### config.mk
export PLATFORM = sky130hd
export DESIGN_NAME = shift_register_seq_flat
export DESIGN_NICKNAME = d
export VERILOG_FILES = /design/src/rtl/shift_register_seq_if.sv /design/src/rtl/shift_register_seq.sv /design/src/flat_wrapper.sv
export SDC_FILE = /design/constraint.sdc
export NUM_CORES = 1
export LEC_CHECK = 0
export ABC_AREA = 1
export CAP_MARGIN = 15
export CORE_ASPECT_RATIO = 2
export CORE_MARGIN = 4
export CORE_UTILIZATION = 25
export DETAILED_ROUTE_END_ITERATION = 8
export HOLD_SLACK_MARGIN = 0.06
export SYNTH_ARGS = -nofsm -noshare
export SYNTH_HDL_FRONTEND = slang
export SYNTH_SLANG_ARGS = --single-unit
### constraint.sdc
create_clock -name Clk -period 1.1 [get_ports Clk]
set_input_delay 0.165 -clock Clk [delete_from_list [all_inputs] [get_ports Clk]]
set_output_delay 0.165 -clock Clk [all_outputs]
set_load 0.01 [all_outputs]
### src/rtl/shift_register_seq_if.sv
// Bus bundle for shift_register_seq: control, parallel/serial data in, register state out.
// The master side drives commands; the slave side is the register itself.
interface shift_register_seq_if #(
  parameter int WIDTH    = 8,
  parameter int AMOUNT_W = 4
);
  logic [WIDTH-1:0]    P;
  logic [2:0]          mode;
  logic                en;
  logic                start;
  logic [AMOUNT_W-1:0] amount;
  logic                ser_in_l;
  logic                ser_in_r;
  logic [WIDTH-1:0]    Q;
  logic                ser_out_l;
  logic                ser_out_r;
  logic                busy;
  logic                done;

  modport master (
    output P, mode, en, start, amount, ser_in_l, ser_in_r,
    input  Q, ser_out_l, ser_out_r, busy, done
  );

  modport slave (
    input  P, mode, en, start, amount, ser_in_l, ser_in_r,
    output Q, ser_out_l, ser_out_r, busy, done
  );
endinterface

### src/rtl/shift_register_seq.sv
// WIDTH-bit data register with single-cycle load/shift/rotate/clear and a
// sequencer that repeats a shift-class operation N times with busy/done.
module shift_register_seq #(
  parameter int WIDTH    = 8,
  parameter int AMOUNT_W = 4
) (
  input  logic                 Clk,
  input  logic                 reset,
  shift_register_seq_if.slave  bus
);

  typedef enum logic [2:0] {
    OP_HOLD  = 3'b000,
    OP_LOAD  = 3'b001,
    OP_SHL   = 3'b010,
    OP_SHR   = 3'b011,
    OP_ROL   = 3'b100,
    OP_ROR   = 3'b101,
    OP_ASR   = 3'b110,
    OP_CLEAR = 3'b111
  } op_t;

  typedef enum logic {IDLE, RUN} state_t;

  state_t              state, state_next;
  logic [WIDTH-1:0]    q_reg, q_next;
  logic [AMOUNT_W-1:0] count, count_next;
  op_t                 op_reg, op_next;
  logic                done_reg, done_next;
  logic                shift_class;

  function automatic logic [WIDTH-1:0] apply_op(
    input op_t              op,
    input logic [WIDTH-1:0] cur,
    input logic [WIDTH-1:0] load,
    input logic             in_l,
    input logic             in_r
  );
    logic [WIDTH-1:0] res;
    res = cur;
    case (op)
      OP_HOLD:  res = cur;
      OP_LOAD:  res = load;
      OP_SHL:   res = {cur[WIDTH-2:0], in_r};
      OP_SHR:   res = {in_l, cur[WIDTH-1:1]};
      OP_ROL:   res = {cur[WIDTH-2:0], cur[WIDTH-1]};
      OP_ROR:   res = {cur[0], cur[WIDTH-1:1]};
      OP_ASR:   res = {cur[WIDTH-1], cur[WIDTH-1:1]};
      OP_CLEAR: res = '0;
      default:  res = cur;
    endcase
    return res;
  endfunction

  assign shift_class = (bus.mode >= 3'b010) && (bus.mode <= 3'b110);

  always_ff @(posedge Clk or posedge reset) begin
    if (reset) begin
      state    <= IDLE;
      q_reg    <= '0;
      count    <= '0;
      op_reg   <= OP_HOLD;
      done_reg <= 1'b0;
    end else begin
      state    <= state_next;
      q_reg    <= q_next;
      count    <= count_next;
      op_reg   <= op_next;
      done_reg <= done_next;
    end
  end

  // In RUN every command input is ignored; only the live serial inputs matter.
  always_comb begin
    state_next = state;
    q_next     = q_reg;
    count_next = count;
    op_next    = op_reg;
    done_next  = 1'b0;
    case (state)
      IDLE: begin
        if (bus.start) begin
          if (shift_class) begin
            if (bus.amount != '0) begin
              op_next    = op_t'(bus.mode);
              count_next = bus.amount;
              state_next = RUN;
            end else begin
              done_next = 1'b1;
            end
          end else begin
            q_next    = apply_op(op_t'(bus.mode), q_reg, bus.P, bus.ser_in_l, bus.ser_in_r);
            done_next = 1'b1;
          end
        end else if (bus.en) begin
          q_next = apply_op(op_t'(bus.mode), q_reg, bus.P, bus.ser_in_l, bus.ser_in_r);
        end
      end
      RUN: begin
        q_next     = apply_op(op_reg, q_reg, bus.P, bus.ser_in_l, bus.ser_in_r);
        count_next = count - AMOUNT_W'(1);
        if (count == AMOUNT_W'(1)) begin
          state_next = IDLE;
          done_next  = 1'b1;
        end
      end
      default: state_next = IDLE;
    endcase
  end

  assign bus.Q         = q_reg;
  assign bus.ser_out_l = q_reg[WIDTH-1];
  assign bus.ser_out_r = q_reg[0];
  assign bus.busy      = (state == RUN);
  assign bus.done      = done_reg;

endmodule

### src/flat_wrapper.sv
// flat-port wrapper written by rule: the top's interface ports become plain ports
module shift_register_seq_flat 
#(
  parameter int WIDTH    = 8,
  parameter int AMOUNT_W = 4
)
  (Clk, reset, bus_P, bus_mode, bus_en, bus_start, bus_amount, bus_ser_in_l, bus_ser_in_r, bus_Q, bus_ser_out_l, bus_ser_out_r, bus_busy, bus_done);
  shift_register_seq_if #(.WIDTH(WIDTH), .AMOUNT_W(AMOUNT_W)) bus_i ();
  input  logic Clk;
  input  logic reset;
  input wire logic [$bits(bus_i.P)-1:0] bus_P;
  input wire logic [$bits(bus_i.mode)-1:0] bus_mode;
  input wire logic [$bits(bus_i.en)-1:0] bus_en;
  input wire logic [$bits(bus_i.start)-1:0] bus_start;
  input wire logic [$bits(bus_i.amount)-1:0] bus_amount;
  input wire logic [$bits(bus_i.ser_in_l)-1:0] bus_ser_in_l;
  input wire logic [$bits(bus_i.ser_in_r)-1:0] bus_ser_in_r;
  output wire logic [$bits(bus_i.Q)-1:0] bus_Q;
  output wire logic [$bits(bus_i.ser_out_l)-1:0] bus_ser_out_l;
  output wire logic [$bits(bus_i.ser_out_r)-1:0] bus_ser_out_r;
  output wire logic [$bits(bus_i.busy)-1:0] bus_busy;
  output wire logic [$bits(bus_i.done)-1:0] bus_done;
  assign bus_i.P = bus_P;
  assign bus_i.mode = bus_mode;
  assign bus_i.en = bus_en;
  assign bus_i.start = bus_start;
  assign bus_i.amount = bus_amount;
  assign bus_i.ser_in_l = bus_ser_in_l;
  assign bus_i.ser_in_r = bus_ser_in_r;
  assign bus_Q = bus_i.Q;
  assign bus_ser_out_l = bus_i.ser_out_l;
  assign bus_ser_out_r = bus_i.ser_out_r;
  assign bus_busy = bus_i.busy;
  assign bus_done = bus_i.done;
  shift_register_seq #(.WIDTH(WIDTH), .AMOUNT_W(AMOUNT_W)) u_core (.Clk(Clk), .reset(reset), .bus(bus_i));
endmodule
# After elaboration in Yosys (flattened, before gate mapping)

Cells that the tools add are included.

Bitwise operators: 1
Add/subtract/negate cells: 1
Reductions and logical operators: 8
Equal/unequal tests: 22
Magnitude comparators: 2
Muxes and demuxes: 20

Operators with widths:

| operator                                                           | number |
|---|---|
| case mux 8 bit (8 select lines)                                    | 1 |
| case mux 8 bit (7 select lines)                                    | 1 |
| equality test 3 bit (second input constant)                        | 8 |
| two-way mux 8 bit                                                  | 3 |
| case mux 8 bit (2 select lines)                                    | 1 |
| equality test 3 x 2 -> 1 bit (second input constant)               | 4 |
| two-way mux 4 bit                                                  | 3 |
| two-way mux 1 bit                                                  | 8 |
| case mux 4 bit (2 select lines)                                    | 1 |
| AND reduction 4 bit                                                | 2 |
| equality test 3 x 1 -> 1 bit (second input constant)               | 2 |
| logical NOT 3 bit                                                  | 2 |
| inequality test 2 bit (second input constant)                      | 3 |
| inequality test 3 bit (second input constant)                      | 2 |
| AND reduction 3 bit                                                | 2 |
| equality test 4 x 1 -> 1 bit (second input constant)               | 1 |
| inequality test 2 x 1 -> 1 bit (second input constant)             | 2 |
| case mux 1 bit (2 select lines)                                    | 2 |
| nonzero test 4 bit                                                 | 1 |
| subtractor 4 x 1 -> 4 bit (second input constant)                  | 1 |
| greater-or-equal comparator 3 x 2 -> 1 bit (second input constant) | 1 |
| <= comparator 3 bit (second input constant)                        | 1 |
| logical AND 1 bit                                                  | 1 |
| NOT 1 bit                                                          | 1 |

Word-level logic and storage cells: 60
Bits of input ports: 21
Register bits after elaboration: 17
Output and inout port bits: 12

# Logic depth before layout (Yosys ltp)

Depth after elaboration: 5
Mapped depth: 10
Mapped depth without buffers: 10

# Worst setup path after synthesis

Ideal clock, no wire load.

Kind: reg2reg
From: register u_core.state, in the netlist u_core.bus.busy
To: register u_core.q_reg[0], in the netlist u_core.bus.Q[0]
Data required time: 0.984 ns
Slack: -0.197 ns
Clock period less this slack: 1.297 ns
Stages on the path, launching flop included: 7
Buffers on the path: 0
Data arrival time: 1.181 ns
Path through: dfrtp_1 -> nor2_1 -> nand2_2 -> nand4_4 -> inv_4 -> nand2_1 -> nand2_1

Longest elaborated chain between the ends: 3

Ends and longest elaborated chain:

| element                                | RTL line                 | RTL |
|---|---|---|
| start: declaration                     | shift_register_seq.sv:25 | `state_t state, state_next;` |
| start signal: assignment               | shift_register_seq.sv:65 | `state <= state_next;` |
| NOT 1 bit (no source line)             | -                        |  |
| inequality test 3 bit (no source line) | -                        |  |
| AND reduction 3 bit (no source line)   | -                        |  |
| end signal: assignment                 | shift_register_seq.sv:66 | `q_reg <= q_next;` |
| end: declaration                       | shift_register_seq.sv:26 | `logic [WIDTH-1:0] q_reg, q_next;` |

Several ways; a longest one is shown, not always the timed one.
A chain may end at the register's enable or synchronous reset.

# Worst setup path in the final report

From: register u_core.op_reg[0]
To: register u_core.q_reg[7], in the netlist u_core.bus.Q[7]

Longest elaborated chain between the ends: 3

Ends and longest elaborated chain:

| element                                                                         | RTL line                 | RTL |
|---|---|---|
| start: declaration                                                              | shift_register_seq.sv:28 | `op_t op_reg, op_next;` |
| start signal: assignment                                                        | shift_register_seq.sv:68 | `op_reg <= op_next;` |
| equality test 3 bit (tied with other cells)                                     | shift_register_seq.sv:41 | `case (op)` |
| case mux 8 bit (7 select lines) / inequality test 2 bit (equally long branches) | -                        |  |
| case mux 8 bit (2 select lines) / AND reduction 4 bit (equally long branches)   | -                        |  |

Several ways; a longest one is shown, not always the timed one.

==> summary.txt <==
Outcome
  • Status: finished, violations left
  • Failing checks: negative setup slack

STA
  • Worst slew pin tran: 0.2507 ns
  • Rel. slew slack: 83.25%
  • Max Slew Vio Count: 0
  • Final Hold Vio Count: 0
  • Tmin final: 1.368 ns
  • Final WS setup: -0.2679 ns
  • RSZ-0062 raised after global routing: true
  • Final Cycle Share: 124.4%
  • Layout Skew: 0.003592 ns
  • TNS Setup: -1.890 ns
  • Setup violators final: 8
  • Highest Clock Rate: 0.7310 GHz

Yosys
  • Post-synth cell types: 28
  • Most instantiated cells after synthesis: nand2_1, nor2_1, nand3_1
  • Top-count cell post-synth: nand2_1
  • Register area share after synthesis: a little over a quarter
  • Synth async-reset ratio: 100.0%
  • Synth Cell Area: 1587 sq um
  • Synthesized instance count: 259
  • Share of Yosys cell area claimed by the top area cell type: a little over a quarter
  • Largest cells by area after synthesis: dfrtp_1, nand2_1, nand3_1
  • Syn nets: 282
  • Predominant post-synthesis flop cell: dfrtp_1
  • Number of flops mapped to enable cells by yosys: 0
  • Largest area contributor in the netlist: dfrtp_1
  • Avg Synthesized Cell Area: about 6.1 sq um
  • Synth Register Bits: 17
  • Yosys warns: 0

CTS
  • H-tree levels: 1
  • Root Buffer: clkbuf_16
  • Hold-fix buffers at CTS: 0
  • Clock transition at the registers of the reported paths: 0.05 ns
  • Skew-Pair Late Insertion Delay: between 0.2 and 0.3 ns
  • Clk sinks: 17
  • Clk buf depth: 2
  • CTS tree: yes
  • TritonCTS Buffers: 3

Cells and area
  • Post-route core utilization: a little over two fifths
  • Max reg flops: 8
  • Share of cells above drive strength 1: 33.43%
  • Final instance area: between 2000 and 3000 sq um
  • Final Net Count: 368
  • Synth-to-layout area growth: 62.93%
  • Ant. Diodes: 0

Min path
  • Hold Crit Class: input port to async pin

Global route
  • Initial antenna violation count: 0
  • First-pass GRT wire length: 8756 um
  • GRT overflow: 0
  • Vias in the first global route: approximately 1900
  • GRT Resource Usage Total: 14.52%
  • Pin count of the biggest net entering global routing: 18

Worst setup path
  • Crit-path max FO: 7
  • WS Path Type: flop to flop
  • CP endpoint kind: flop
  • Worst Setup SP: u_core.op_reg[0]
  • FF-to-FF setup slack: -0.27 ns
  • WP data arrival: 1.51 ns
  • Reg2Reg Depth: 9
  • Required time of the critical path: 1.24 ns
  • Worst setup SP type: flop
  • Reg-to-reg critical path startpoint: u_core.op_reg[0]

Floorplan
  • Core area: around 6100 sq um
  • Die X: between 60 and 70 um
  • Initial Utilization: 25.98%
  • Rows: 40
  • Die ar.: 7762 sq um
  • # IOs: 33
  • Die H: 120.7 um

Power and ir drop
  • Leak Pwr: 1.371 nW
  • Pwr Density: ~2700 nW/um^2
  • Worst VDD drop: 1.058 mV
  • Overall Power: around 7 mW

Place
  • IO buf count: 32
  • DP Wirelength: approximately 4000 um
  • Cell Area, Placed: 2293 sq um
  • Final GP Congestion: 0.8589
  • Worst slack, placed: -0.5283 ns

Drt
  • Vias per inst: 4.530
  • DRT iter0 DRCs: ~110
  • Final ANT Viol Nets: 0
  • Drt pass-1 iters: 5
  • Overall routed net length: 5275 um
  • Routed WL per cell: between 10 and 15 um
  • Residual DRC count: 0
  • Via count: 1939

Flow run
  • Total of max-cap violations: 0
-- per-layer routing --
layer / vias up / share of wire, % / GRT usage [%]
met1: 882 / 36 / 14.05
met5: - / 0 / 0
met3: 14 / 3.7 / 1.952
li1: 991 / - / -
met4: 0 / 3.6 / 8.344
met2: 52 / 56 / 28.11
-- report_power, final --
group	switching (mW)	leakage (nW)	internal (mW)
Combinational	2.67	1.13	2.33
Sequential	0.270	0.203	0.961
Clock	0.257	0.0409	0.487
-- logic make-up after synthesis --
family,count (synthesis),share of synthesized area [%]
XOR/XNOR,1,0.5522
buffers and inverters,37,10.80
flip-flops,17,26.81
AND/OR/NAND/NOR,183,53.15
adder cells (fa/ha/maj),2,1.577
AO/OA/AOI/OAI,19,7.098
-- cells in the final DEF (no fill, tap or decap), types with 2 or more instances in the layout --
master	Yosys	final
o21ai_0	8	4
clkinv_2	1	2
clkbuf_16	0	3
clkdlybuf4s50_1	0	13
inv_4	1	3
nand4_1	7	7
o21ai_2	2	3
nand3_2	3	5
nand2_2	7	12
nand3_4	1	3
nor2_4	1	3
o211ai_1	2	2
inv_1	22	20
dlygate4sd2_1	0	2
nand3_1	31	28
dfrtp_2	0	4
buf_12	0	2
inv_2	6	6
nand2_4	3	2
dlymetal6s2s_1	0	4
clkbuf_2	0	3
nor2_2	1	5
o21ai_1	3	6
dfrtp_1	17	13
clkdlybuf4s15_1	0	7
ha_1	2	2
buf_4	3	48
a21oi_1	2	2
buf_6	2	5
nor2_1	37	31
nand2_1	91	86
-- final timing paths --
path                              endpoint
setup / recovery           u_core.bus.Q[7]
hold / removal             u_core.count[2]
setup reg to reg           u_core.bus.Q[7]
hold reg to reg            u_core.count[3]
max in group asynchronous  u_core.bus.Q[0]
min in group Clk           u_core.count[3]
-- timing repair --
action	4_1_cts	5_1_grt
hold endpoints to repair	0	0
cloned	2	0
resized for setup	45	29
buffers inserted	7	8
pin swaps	5	13
setup endpoints to repair	29	21
-- layout make-up --
class	instances	area, sq um
Fill cell	659	3521
Tap cell	84	105.1
Sequential cell	17	430.4
Timing Repair inverter	1	7.507
Multi-Input combinational cell	206	1085
Clock inverter	1	5.005
Clock buffer	3	75.07
Inverter	30	121.4
Timing Repair Buffer	86	755.7
-- worst max-delay path, cell delays in order, from the launching register on --
cell     delay (ns)
dfrtp_2        0.46
inv_4          0.10
nand2_4        0.08
nand3_4        0.16
buf_4          0.14
nand3_2        0.06
nor2_2         0.09
nor2_1         0.04
nor2_1         0.08
nor2_1         0.05
-- through the flow --
stage / hold slack (ns) / std cells
detailed placement: 0.4993 / 408
finish: 0.2289 / 428
global route: 0.2611 / 428
CTS: 0.2327 / 421
global placement: 0.4923 / 408
floorplan: 0.09100 / 259
Power figures use the tool's default switching activity.
